### src/rtl/pt_vga_pkg.sv
`default_nettype none
// ============================================================================
// Module   : pt_vga_pkg
// Brief    : Shared widths, screen limits, requester indices and colours for
//            the VGA plot path.
// Revision : 1.0  initial release
// ============================================================================
package pt_vga_pkg;

    localparam int X_W       = 9;
    localparam int Y_W       = 8;
    localparam int COLOUR_W  = 3;

    localparam int DEF_X_RES = 320;
    localparam int DEF_Y_RES = 240;

    localparam int REQ_RESET     = 0;
    localparam int REQ_DRAW      = 1;
    localparam int REQ_LINE      = 2;
    localparam int REQ_CORRECT   = 3;
    localparam int REQ_INCORRECT = 4;

    localparam logic [COLOUR_W-1:0] WHITE = 3'b111;
    localparam logic [COLOUR_W-1:0] RED   = 3'b100;
    localparam logic [COLOUR_W-1:0] BLACK = 3'b000;

    typedef enum logic [0:0] {
        ST_IDLE = 1'b0,
        ST_BUSY = 1'b1
    } arb_state_t;

endpackage
`default_nettype wire

### src/rtl/vga_plot_arbiter_if.sv
`default_nettype none
// ============================================================================
// Module   : vga_plot_arbiter_if
// Brief    : Requester-side request/pixel bundle and adapter-side plot outputs.
// Revision : 1.0  initial release
// ============================================================================
interface vga_plot_arbiter_if
    import pt_vga_pkg::*;
#(
    parameter int NUM_REQ = 5
);
    logic [NUM_REQ-1:0]          req;
    logic [NUM_REQ-1:0]          pix_valid;
    logic [NUM_REQ-1:0]          last;
    logic [NUM_REQ*X_W-1:0]      x_in;
    logic [NUM_REQ*Y_W-1:0]      y_in;
    logic [NUM_REQ*COLOUR_W-1:0] colour_in;
    logic                        err_clear;

    logic [NUM_REQ-1:0]          grant;
    logic                        plot;
    logic [X_W-1:0]              x;
    logic [Y_W-1:0]              y;
    logic [COLOUR_W-1:0]         colour;
    logic                        busy;
    logic                        timeout_err;

    modport master (
        output req, pix_valid, last, x_in, y_in, colour_in, err_clear,
        input  grant, plot, x, y, colour, busy, timeout_err
    );

    modport slave (
        input  req, pix_valid, last, x_in, y_in, colour_in, err_clear,
        output grant, plot, x, y, colour, busy, timeout_err
    );
endinterface
`default_nettype wire

### src/rtl/fixed_prio_enc.sv
`default_nettype none
// ============================================================================
// Module   : fixed_prio_enc
// Brief    : Isolates the lowest set request bit (index 0 = highest priority).
// Revision : 1.0  initial release
// ============================================================================
module fixed_prio_enc #(
    parameter int NUM_REQ = 5
) (
    input  logic [NUM_REQ-1:0] req,
    output logic [NUM_REQ-1:0] onehot
);
    logic [NUM_REQ-1:0] w_neg;

    // Two's complement trick: req & -req keeps only the lowest set bit.
    assign w_neg  = ~req + NUM_REQ'(1);
    assign onehot = req & w_neg;
endmodule
`default_nettype wire

### src/rtl/vga_plot_arbiter.sv
`default_nettype none
// ============================================================================
// Module   : vga_plot_arbiter
// Brief    : Burst-locked fixed-priority arbiter for the VGA pixel-write port.
// Revision : 1.0  initial release
// ============================================================================
module vga_plot_arbiter
    import pt_vga_pkg::*;
#(
    parameter int NUM_REQ   = 5,
    parameter int MAX_BURST = 131072,
    parameter int X_RES     = DEF_X_RES,
    parameter int Y_RES     = DEF_Y_RES
) (
    input  logic              clock,
    input  logic              reset,
    vga_plot_arbiter_if.slave bus
);
    localparam int                  c_cnt_w    = (MAX_BURST > 1) ? $clog2(MAX_BURST) : 1;
    localparam logic [c_cnt_w-1:0]  c_cnt_last = c_cnt_w'(MAX_BURST - 1);
    localparam logic [X_W-1:0]      c_x_lim    = X_W'(X_RES);
    localparam logic [Y_W-1:0]      c_y_lim    = Y_W'(Y_RES);

    arb_state_t           r_state;
    logic [NUM_REQ-1:0]   r_grant;
    logic                 r_plot;
    logic [X_W-1:0]       r_x;
    logic [Y_W-1:0]       r_y;
    logic [COLOUR_W-1:0]  r_colour;
    logic                 r_busy;
    logic                 r_err;
    logic [c_cnt_w-1:0]   r_cnt;

    logic [NUM_REQ-1:0]   w_first;
    logic                 w_sel_req;
    logic                 w_sel_valid;
    logic                 w_sel_last;
    logic [X_W-1:0]       w_sel_x;
    logic [Y_W-1:0]       w_sel_y;
    logic [COLOUR_W-1:0]  w_sel_colour;
    logic                 w_pix;
    logic                 w_last_evt;
    logic                 w_abort;
    logic                 w_tmo;

    fixed_prio_enc #(.NUM_REQ(NUM_REQ)) u_enc (
        .req    (bus.req),
        .onehot (w_first)
    );

    // One-hot grant makes an OR-style mux safe: at most one slice is picked.
    always_comb begin
        w_sel_req    = 1'b0;
        w_sel_valid  = 1'b0;
        w_sel_last   = 1'b0;
        w_sel_x      = '0;
        w_sel_y      = '0;
        w_sel_colour = '0;
        for (int i = 0; i < NUM_REQ; i++) begin
            if (r_grant[i]) begin
                w_sel_req    = bus.req[i];
                w_sel_valid  = bus.pix_valid[i];
                w_sel_last   = bus.last[i];
                w_sel_x      = bus.x_in[i*X_W +: X_W];
                w_sel_y      = bus.y_in[i*Y_W +: Y_W];
                w_sel_colour = bus.colour_in[i*COLOUR_W +: COLOUR_W];
            end
        end
    end

    assign w_pix      = w_sel_valid && (w_sel_x < c_x_lim) && (w_sel_y < c_y_lim);
    assign w_last_evt = w_sel_valid & w_sel_last;
    assign w_abort    = ~w_sel_req;
    assign w_tmo      = (r_cnt == c_cnt_last);

    always_ff @(posedge clock or posedge reset) begin
        if (reset) begin
            r_state  <= ST_IDLE;
            r_grant  <= '0;
            r_plot   <= 1'b0;
            r_x      <= '0;
            r_y      <= '0;
            r_colour <= '0;
            r_busy   <= 1'b0;
            r_err    <= 1'b0;
            r_cnt    <= '0;
        end else begin
            case (r_state)
                ST_IDLE: begin
                    r_plot <= 1'b0;
                    r_cnt  <= '0;
                    if (|bus.req) begin
                        r_grant <= w_first;
                        r_busy  <= 1'b1;
                        r_state <= ST_BUSY;
                    end
                    if (bus.err_clear) r_err <= 1'b0;
                end
                ST_BUSY: begin
                    r_plot <= w_pix;
                    if (w_pix) begin
                        r_x      <= w_sel_x;
                        r_y      <= w_sel_y;
                        r_colour <= w_sel_colour;
                    end
                    if (!w_tmo) r_cnt <= r_cnt + c_cnt_w'(1);
                    // Priority of release causes: last beats abort beats timeout.
                    if (w_last_evt || w_abort || w_tmo) begin
                        r_grant <= '0;
                        r_busy  <= 1'b0;
                        r_cnt   <= '0;
                        r_state <= ST_IDLE;
                    end
                    if (!w_last_evt && !w_abort && w_tmo) r_err <= 1'b1;
                    else if (bus.err_clear)               r_err <= 1'b0;
                end
                default: begin
                    r_state <= ST_IDLE;
                    r_grant <= '0;
                    r_busy  <= 1'b0;
                    r_plot  <= 1'b0;
                end
            endcase
        end
    end

    assign bus.grant       = r_grant;
    assign bus.plot        = r_plot;
    assign bus.x           = r_x;
    assign bus.y           = r_y;
    assign bus.colour      = r_colour;
    assign bus.busy        = r_busy;
    assign bus.timeout_err = r_err;

endmodule
`default_nettype wire

### src/flat_wrapper.sv
// flat-port wrapper written by rule: the top's interface ports become plain ports
module vga_plot_arbiter_flat import pt_vga_pkg::*;
#(
    parameter int NUM_REQ   = 5,
    parameter int MAX_BURST = 131072,
    parameter int X_RES     = DEF_X_RES,
    parameter int Y_RES     = DEF_Y_RES
)
  (clock, reset, bus_req, bus_pix_valid, bus_last, bus_x_in, bus_y_in, bus_colour_in, bus_err_clear, bus_grant, bus_plot, bus_x, bus_y, bus_colour, bus_busy, bus_timeout_err);
  vga_plot_arbiter_if #(.NUM_REQ(NUM_REQ)) bus_i ();
  input  logic clock;
  input  logic reset;
  input wire logic [$bits(bus_i.req)-1:0] bus_req;
  input wire logic [$bits(bus_i.pix_valid)-1:0] bus_pix_valid;
  input wire logic [$bits(bus_i.last)-1:0] bus_last;
  input wire logic [$bits(bus_i.x_in)-1:0] bus_x_in;
  input wire logic [$bits(bus_i.y_in)-1:0] bus_y_in;
  input wire logic [$bits(bus_i.colour_in)-1:0] bus_colour_in;
  input wire logic [$bits(bus_i.err_clear)-1:0] bus_err_clear;
  output wire logic [$bits(bus_i.grant)-1:0] bus_grant;
  output wire logic [$bits(bus_i.plot)-1:0] bus_plot;
  output wire logic [$bits(bus_i.x)-1:0] bus_x;
  output wire logic [$bits(bus_i.y)-1:0] bus_y;
  output wire logic [$bits(bus_i.colour)-1:0] bus_colour;
  output wire logic [$bits(bus_i.busy)-1:0] bus_busy;
  output wire logic [$bits(bus_i.timeout_err)-1:0] bus_timeout_err;
  assign bus_i.req = bus_req;
  assign bus_i.pix_valid = bus_pix_valid;
  assign bus_i.last = bus_last;
  assign bus_i.x_in = bus_x_in;
  assign bus_i.y_in = bus_y_in;
  assign bus_i.colour_in = bus_colour_in;
  assign bus_i.err_clear = bus_err_clear;
  assign bus_grant = bus_i.grant;
  assign bus_plot = bus_i.plot;
  assign bus_x = bus_i.x;
  assign bus_y = bus_i.y;
  assign bus_colour = bus_i.colour;
  assign bus_busy = bus_i.busy;
  assign bus_timeout_err = bus_i.timeout_err;
  vga_plot_arbiter #(.NUM_REQ(NUM_REQ), .MAX_BURST(MAX_BURST), .X_RES(X_RES), .Y_RES(Y_RES)) u_core (.clock(clock), .reset(reset), .bus(bus_i));
endmodule
### config.mk
export PLATFORM = sky130hd
export DESIGN_NAME = vga_plot_arbiter_flat
export DESIGN_NICKNAME = d
export VERILOG_FILES = /design/src/rtl/pt_vga_pkg.sv /design/src/rtl/vga_plot_arbiter_if.sv /design/src/rtl/fixed_prio_enc.sv /design/src/rtl/vga_plot_arbiter.sv /design/src/flat_wrapper.sv
export SDC_FILE = /design/constraint.sdc
export NUM_CORES = 1
export LEC_CHECK = 0
export CAP_MARGIN = 25
export CORE_UTILIZATION = 44
export DETAILED_ROUTE_END_ITERATION = 8
export PLACE_DENSITY = 0.87
export SKIP_LAST_GASP = 1
export SLEW_MARGIN = 10
export SYNTH_ARGS = -nofsm -noshare
export SYNTH_HDL_FRONTEND = slang
export SYNTH_SLANG_ARGS = --single-unit
export TNS_END_PERCENT = 50
### constraint.sdc
create_clock -name clock -period 4.1 [get_ports clock]
set_input_delay 0.82 -clock clock [delete_from_list [all_inputs] [get_ports clock]]
set_output_delay 0.82 -clock clock [all_outputs]
set_load 0.01 [all_outputs]
After elaboration in Yosys (flattened, before gate mapping)
Cells that the tools add are included.
{ "totals": {"elab_cells": 78, "reg_bits": 46, "out_inout_bits": 28, "input_bits": 118} }
{ "op_classes": {"n_bitwise": 5, "n_mux": 46, "n_reduce_logical": 10, "addsub": 2, "order_cmp": 2, "eq_ne": 4} }
{ "ops": {"columns": ["operator", "count"], "rows": [
  ["$mux W9", 5],
  ["$mux W8", 5],
  ["$mux W17", 2],
  ["$pmux W17 S2", 1],
  ["$mux W1", 21],
  ["$add A17 B1 Y17 const B", 1],
  ["$eq A17 B17 Y1 const B", 1],
  ["$mux W3", 5],
  ["$mux W5", 2],
  ["$pmux W5 S2", 1],
  ["$lt A9 B9 Y1 const B", 1],
  ["$lt A8 B8 Y1 const B", 1],
  ["$pmux W1 S2", 4],
  ["$add A5 B1 Y5 const B", 1],
  ["$and A5 B5 Y5", 1],
  ["$not A5 Y5", 1],
  ["$reduce_or A5 Y1", 1],
  ["$logic_and A1 B1 Y1", 4],
  ["$reduce_and A2 Y1", 2],
  ["$ne A3 B3 Y1 const B", 1],
  ["$logic_or A1 B1 Y1", 2],
  ["$ne A2 B1 Y1 const B", 1],
  ["$ne A2 B2 Y1 const B", 1],
  ["$not A1 Y1", 2],
  ["2 further kinds", 2]
]} }

Longest topological paths before layout
{ "depth": {"word_depth": 11, "mapped_depth": 11, "mapped_depth_nobuf": 8} }

Modules after synthesis
From an unflattened synthesis, not the netlist that was laid out.
{ "hier_totals": {"hier_cells": 312, "hier_area_um2": 2960.3} }
{ "modules_own_cells": {"columns": ["module", "n_inst", "cells_each", "area_per_inst_um2", "seq_area_each_um2"], "rows": [
  ["vga_plot_arbiter", 1, 306, 2905.3, 1151.1],
  ["fixed_prio_enc", 1, 6, 55.1, 0.0]
]} }

Least setup slack after synthesis
OpenSTA, ideal clock, no wires.
{ "synth_path": {"path_type": "input to register", "start": "input port bus_x_in[16]", "end": "register u_core.r_x[0], in the netlist u_core.bus.x[0]", "t_required_ns": 3.975, "arrival_time_ns": 2.297, "path_slack_ns": 1.678, "setup_time_ns": 0.125, "n_path_buf": 1, "stages": 6, "path_cell_list": "a221o_1 a222oi_1 a21oi_1 nor2b_4 buf_8 mux2_4"} }
{ "synth_between": {"elab_chain_len": 8} }
{ "synth_lines": {"columns": ["item", "line", "text"], "rows": [
  ["from (decl)", "flat_wrapper.sv:16", "input wire logic [$bits(bus_i.x_in)-1:0] bus_x_in;"],
  ["$mux W9 (4 in a row)", "vga_plot_arbiter.sv:60", "if (r_grant[i]) begin"],
  ["$lt A9 B9 Y1", "vga_plot_arbiter.sv:71", "assign w_pix = w_sel_valid && (w_sel_x < c_x_lim) && (w_sel_y < c_y_lim);"],
  ["$logic_and A1 B1 Y1 (2 in a row)", "vga_plot_arbiter.sv:71", null],
  ["$reduce_and A2 Y1 (no source line)", null, null],
  ["to (signal assigned)", "vga_plot_arbiter.sv:102", "r_x <= w_sel_x;"],
  ["to (decl)", "vga_plot_arbiter.sv:27", "logic [X_W-1:0] r_x;"]
]} }
No other way between the ends.
A chain may end at the register's enable or synchronous reset.

Final worst setup path
{ "layout_path": {"start": "input port bus_pix_valid[1]", "end": "register u_core.r_y[0], in the netlist u_core.bus.y[0]"} }
{ "layout_between": {"elab_chain_len": 7} }
{ "layout_lines": {"columns": ["item", "line", "text"], "rows": [
  ["from (decl)", "flat_wrapper.sv:14", "input wire logic [$bits(bus_i.pix_valid)-1:0] bus_pix_valid;"],
  ["$mux W1 (4 in a row)", "vga_plot_arbiter.sv:60", null],
  ["$logic_and A1 B1 Y1 (2 in a row)", "vga_plot_arbiter.sv:71", null],
  ["$reduce_and A2 Y1 (no source line)", null, null],
  ["to (signal assigned)", "vga_plot_arbiter.sv:103", "r_y <= w_sel_y;"],
  ["to (decl)", "vga_plot_arbiter.sv:28", "logic [Y_W-1:0] r_y;"]
]} }
No other way between the ends.

==> results <==
- For the pin with the worst max-slew slack, the measured transition is 0.871 ns.
- The worst-path cell with the longest stage delay is sky130_fd_sc_hd__nor2b_4.
- The CTS H-tree depth is 2.
- Along the worst hold path, the cell count comes to 1.
- After global routing the overflow that remains totals 0.
- The largest clock skew in the final design is 0.0101 ns.
- The HPWL after detailed placement is 6.64 mm.
- Entering global routing, the biggest net connects 47 pins.
- During placement, the flow inserted port buffers numbering 145.
- After synthesis, flip-flops and latches occupy 39.5% of the total area.
- The count of nets left with antenna violations once routing finished came out at 0.
- The start point of the worst min-delay path is u_core.r_cnt[0].
- The die covers 0.00696 mm².
- The yosys synthesis warning count is 0.
- STA puts the critical path data required time at 4.29 ns.
- The total standard cell area after synthesis is 0.00292 mm².
- The biggest area contributor in the post-synthesis netlist is sky130_fd_sc_hd__dfrtp_1.
- After detailed routing, the number of vias per cell comes to 5.47.
- The first global-routing pass estimated 14.2 mm of wire.
- The part of the total power dissipated in the clock network is 15.2%.
- For this design the static power due to leakage is 1.76 nW.
- 146 I/O pins were placed.
- Setup repair after global routing left no endpoint under its margin.
- In this run the worst path has a maximum fanout of 20.
- The number of hold violations in the final report came to 0.
- In this run the mean area of a mapped cell was 9.40 µm².
- Compared with the post-synthesis result, the final layout area differs by 52.2%.
- The part of the total power dissipated in sequential elements is 33.8%.
- The power density normalized to cell area is 425 mW/mm².
- The endpoint arrival time on the critical path is 3.31 ns.
- The portion of total power attributed to combinational logic is 50.9%.
- In this run the vertical extent of the chip is 83.4 µm.
- The switching portion of total power is 35.1%.
- The final critical delay including setup and external delays is 3.13 ns.
- Of the available clock period, the critical path in the final layout requires 76.2%.
- The worst setup path is of the in -> reg kind.
- The maximum clock insertion buffer count is 2.
- The number of cell instances on the worst register-to-register path is 6.
- Summing all placed instances gives a cell area of 0.00432 mm².
- The hold buffer count at CTS is 0.
- The post-detailed-routing wire length is 8.84 mm.
- The synthesized netlist net count is 430.
- Walking the worst path, the cells encountered are clkdlybuf4s50_1 -> a21oi_1 -> a221oi_1 -> o221ai_1 -> a41oi_1 -> nor2b_4 -> mux2_4.
- The reported max-cap violation count is 0.
- The commonest cells after synthesis are sky130_fd_sc_hd__dfrtp_1 (46), sky130_fd_sc_hd__nand2_1 (29), sky130_fd_sc_hd__nor2_1 (25).
- For this configuration, the core starts out at a cell density of 45.7%.
- For this run, the total global-route usage over all layers was measured as 25.5%.
- Across the VDD grid, the largest voltage drop is 0.260 mV.
- The clock-pin slew reported for the worst setup and hold paths after clock tree synthesis is 0.08 ns.
- At the end of the flow the core is filled with cells to 69.5%.
- The number of synthesized register bits is 46.
- The horizontal extent of the die is 83.4 µm.
- The number of cells produced by synthesis is 310.
- The share of synthesized cell area in full adder, half adder and majority cells is 0.858%.
- The number of max-slew violations in the final report came to 0.
- Adding up every negative setup slack in the final design gives 0 ns.
- The area of all placed cells without fillers is 0.00444 mm².
- The setup violation total in the final timing report is 0.
- The fraction of layout instances using a drive strength above 1 is 7.64%.
- Derived from the worst setup path, the maximum achievable clock frequency is 0.320 GHz.
- The number of global-route vias before repair is 2917.
- By area the synthesized netlist is led by sky130_fd_sc_hd__dfrtp_1 (39%), sky130_fd_sc_hd__mux2_4 (8.8%), sky130_fd_sc_hd__a221oi_1 (5.4%).
- The analysis attributes to net switching a power of 663 µW.
- In this run, synthesis inferred 0 flip-flops with an integrated enable.
- In the routed design, unresolved DRC markers number 0.
- The combinational family with the most area after synthesis is compound AO/OA/AOI/OAI gates.
- The nature of the critical path endpoint is a flip-flop.
- The setup slack of the worst register-to-register path is 1.03 ns.
- The internal power is 1.22 mW.
- In this run the clock root is driven by a sky130_fd_sc_hd__clkbuf_8.
- The post-synthesis share of cell area spent on xor and xnor gates is 4.21%.
- The worst max-slew margin expressed relative to the limit is 42.0%.
- The standard-cell row count is 29.
- The complex-gate fraction of the synthesized area is 19.7%.
- TritonCTS built the clock tree.
- STA classifies the critical path startpoint as a primary input.
- The proportion of synthesized area in mux cells is 8.76%.
- In this run the critical register-to-register path is captured at u_core.bus.y[0].
- Among cell families on the critical path, the largest total delay comes from compound AO/OA/AOI/OAI gates.
- The routability congestion estimate is 0.783.
- The worst hold path terminates at u_core.r_cnt[0].
- The type of the tightest min-delay check is reg -> reg.
- The worst register-to-register path begins at u_core.bus.grant[1].
- The synthesized-area fraction occupied by and/or/nand/nor cells is 19.3%.
- In the synthesized netlist the async set-or-reset flop fraction comes to 100%.
- The share of the synthesized area in the top cell type is 39.5%.
- The largest incremental delay on the critical path is 0.71 ns.
- The number of clock sinks is 46.
- The final worst hold slack is 0.495 ns.
- The buffers inserted during post-CTS setup optimization is 0.
- The flow ran to the end, and the final reports show no timing, DRC or antenna violations.
- Among all flip-flop cells after synthesis, the most frequent one is sky130_fd_sc_hd__dfrtp_1.
- The number of CTS-inserted buffers is 5.
- The detailed-routing iteration count for the pre-antenna-repair pass is 4.
- The average wire length per cell after detail routing is 16.9 µm.
- The repair_antennas step left the layout with diodes totalling 0.
- The number of antenna violations at the first check in global routing is 0.
- Across all layers, the routed design uses 2857 vias.
- The first routing iteration left 130 violations.
- The number of gates resized after CTS was 0.
- The later-pin clock latency in the skew report is 0.30 ns.
- The completed layout was analyzed and its total power is 1.89 mW.
- By instance count, the leading cell after synthesis is sky130_fd_sc_hd__dfrtp_1.
- The layout net count is 564.
- The core footprint is 0.00639 mm².
- The count of buffering cells on the critical path with inverters included is 1.
- The total of fill cells in the finished design is 516.
- Yosys mapped the design onto 41 distinct sky130hd cell types.
- The logic depth of the worst setup path including buffers is 7.
## logic make-up after synthesis
kind of cell    Yosys count
compound gates           83
flops                    46
fa+ha+maj                 2
buf+inv                  36
mux                      17
simple gates            112
xor+xnor                 14
## through the flow
step / cells / worst slack (ns)
5_1_grt: 522 / 0.822
3_5_place_dp: 513 / 0.668
3_3_place_gp: 513 / 0.773
2_1_floorplan: 310 / 1.68
6_report: 522 / 0.975
4_1_cts: 521 / 0.964
## placed cells by master, fill, tap and decap left out, types with 2 or more instances in the layout
cell	Yosys	layout
sky130_fd_sc_hd__ha_1	2	2
sky130_fd_sc_hd__and3_1	4	4
sky130_fd_sc_hd__clkdlybuf4s50_1	0	145
sky130_fd_sc_hd__xnor2_1	4	4
sky130_fd_sc_hd__clkbuf_8	0	6
sky130_fd_sc_hd__dfrtp_1	46	46
sky130_fd_sc_hd__nand2_1	29	29
sky130_fd_sc_hd__nand3b_1	2	2
sky130_fd_sc_hd__nand3_1	8	8
sky130_fd_sc_hd__xor2_1	10	10
sky130_fd_sc_hd__a221o_1	2	2
sky130_fd_sc_hd__nor2_1	25	25
sky130_fd_sc_hd__a31oi_1	3	3
sky130_fd_sc_hd__inv_1	13	12
sky130_fd_sc_hd__nor2b_1	20	20
sky130_fd_sc_hd__nand4_1	4	4
sky130_fd_sc_hd__a21oi_1	20	20
sky130_fd_sc_hd__a221oi_2	2	2
sky130_fd_sc_hd__a22oi_1	7	7
sky130_fd_sc_hd__o21ai_0	15	15
sky130_fd_sc_hd__nor3_1	14	14
sky130_fd_sc_hd__o31ai_1	4	4
sky130_fd_sc_hd__o22ai_1	4	4
sky130_fd_sc_hd__a221oi_1	18	18
sky130_fd_sc_hd__buf_4	2	4
sky130_fd_sc_hd__mux2_4	17	17
sky130_fd_sc_hd__nor2b_4	2	2
## layout make-up
type                       count  area [µm²]  share of cell area, %
clock buffer                   7        86.3                   1.95
tap                           77        96.3                   2.17
timing repair buffer         150        1510                   34.0
inverter                      13        48.8                   1.10
sequential                    46        1150                   25.9
multi-input combinational    228        1540                   34.7
clock inverter                 1        5.00                  0.113
## power groups by stage
stage	Clock [mW]	Combinational [mW]	Sequential [mW]
2_1_floorplan	0	0.601	0.644
3_3_place_gp	0	0.928	0.643
3_5_place_dp	0	0.958	0.646
4_1_cts	0.291	0.960	0.638
5_1_grt	0.314	1.04	0.655
6_report	0.288	0.961	0.638
## flip-flops by register name (all words and copies together) (netlist names)
name	cells
u_core.bus.colour	3
u_core.bus.grant	5
u_core.bus.busy	1
u_core.bus.plot	1
u_core.r_cnt	17
u_core.bus.timeout_err	1
u_core.r_state	1
u_core.bus.x	9
u_core.bus.y	8
## how the worst max path moves through the flow
stage / from / end / slack, ns
2_1_floorplan: bus_x_in[16] / u_core.bus.x[0] / 1.68
4_1_cts: bus_pix_valid[1] / u_core.bus.y[0] / 0.96
3_5_place_dp: bus_pix_valid[1] / u_core.bus.y[0] / 0.67
6_report: bus_pix_valid[1] / u_core.bus.y[0] / 0.97
5_1_grt: u_core.bus.grant[2] / u_core.bus.x[0] / 0.82
3_3_place_gp: bus_pix_valid[1] / u_core.bus.y[0] / 0.77
## layer usage
layer  global-route usage (%)  wire length, µm  up-vias
li1                         -                -     1385
met1                     31.5             3570     1355
met2                     44.9             4650      100
met3                     4.17              443       17
met4                     8.78              175        0
met5                        0                0        -
Note: power is estimated with default switching activity, not from simulation.
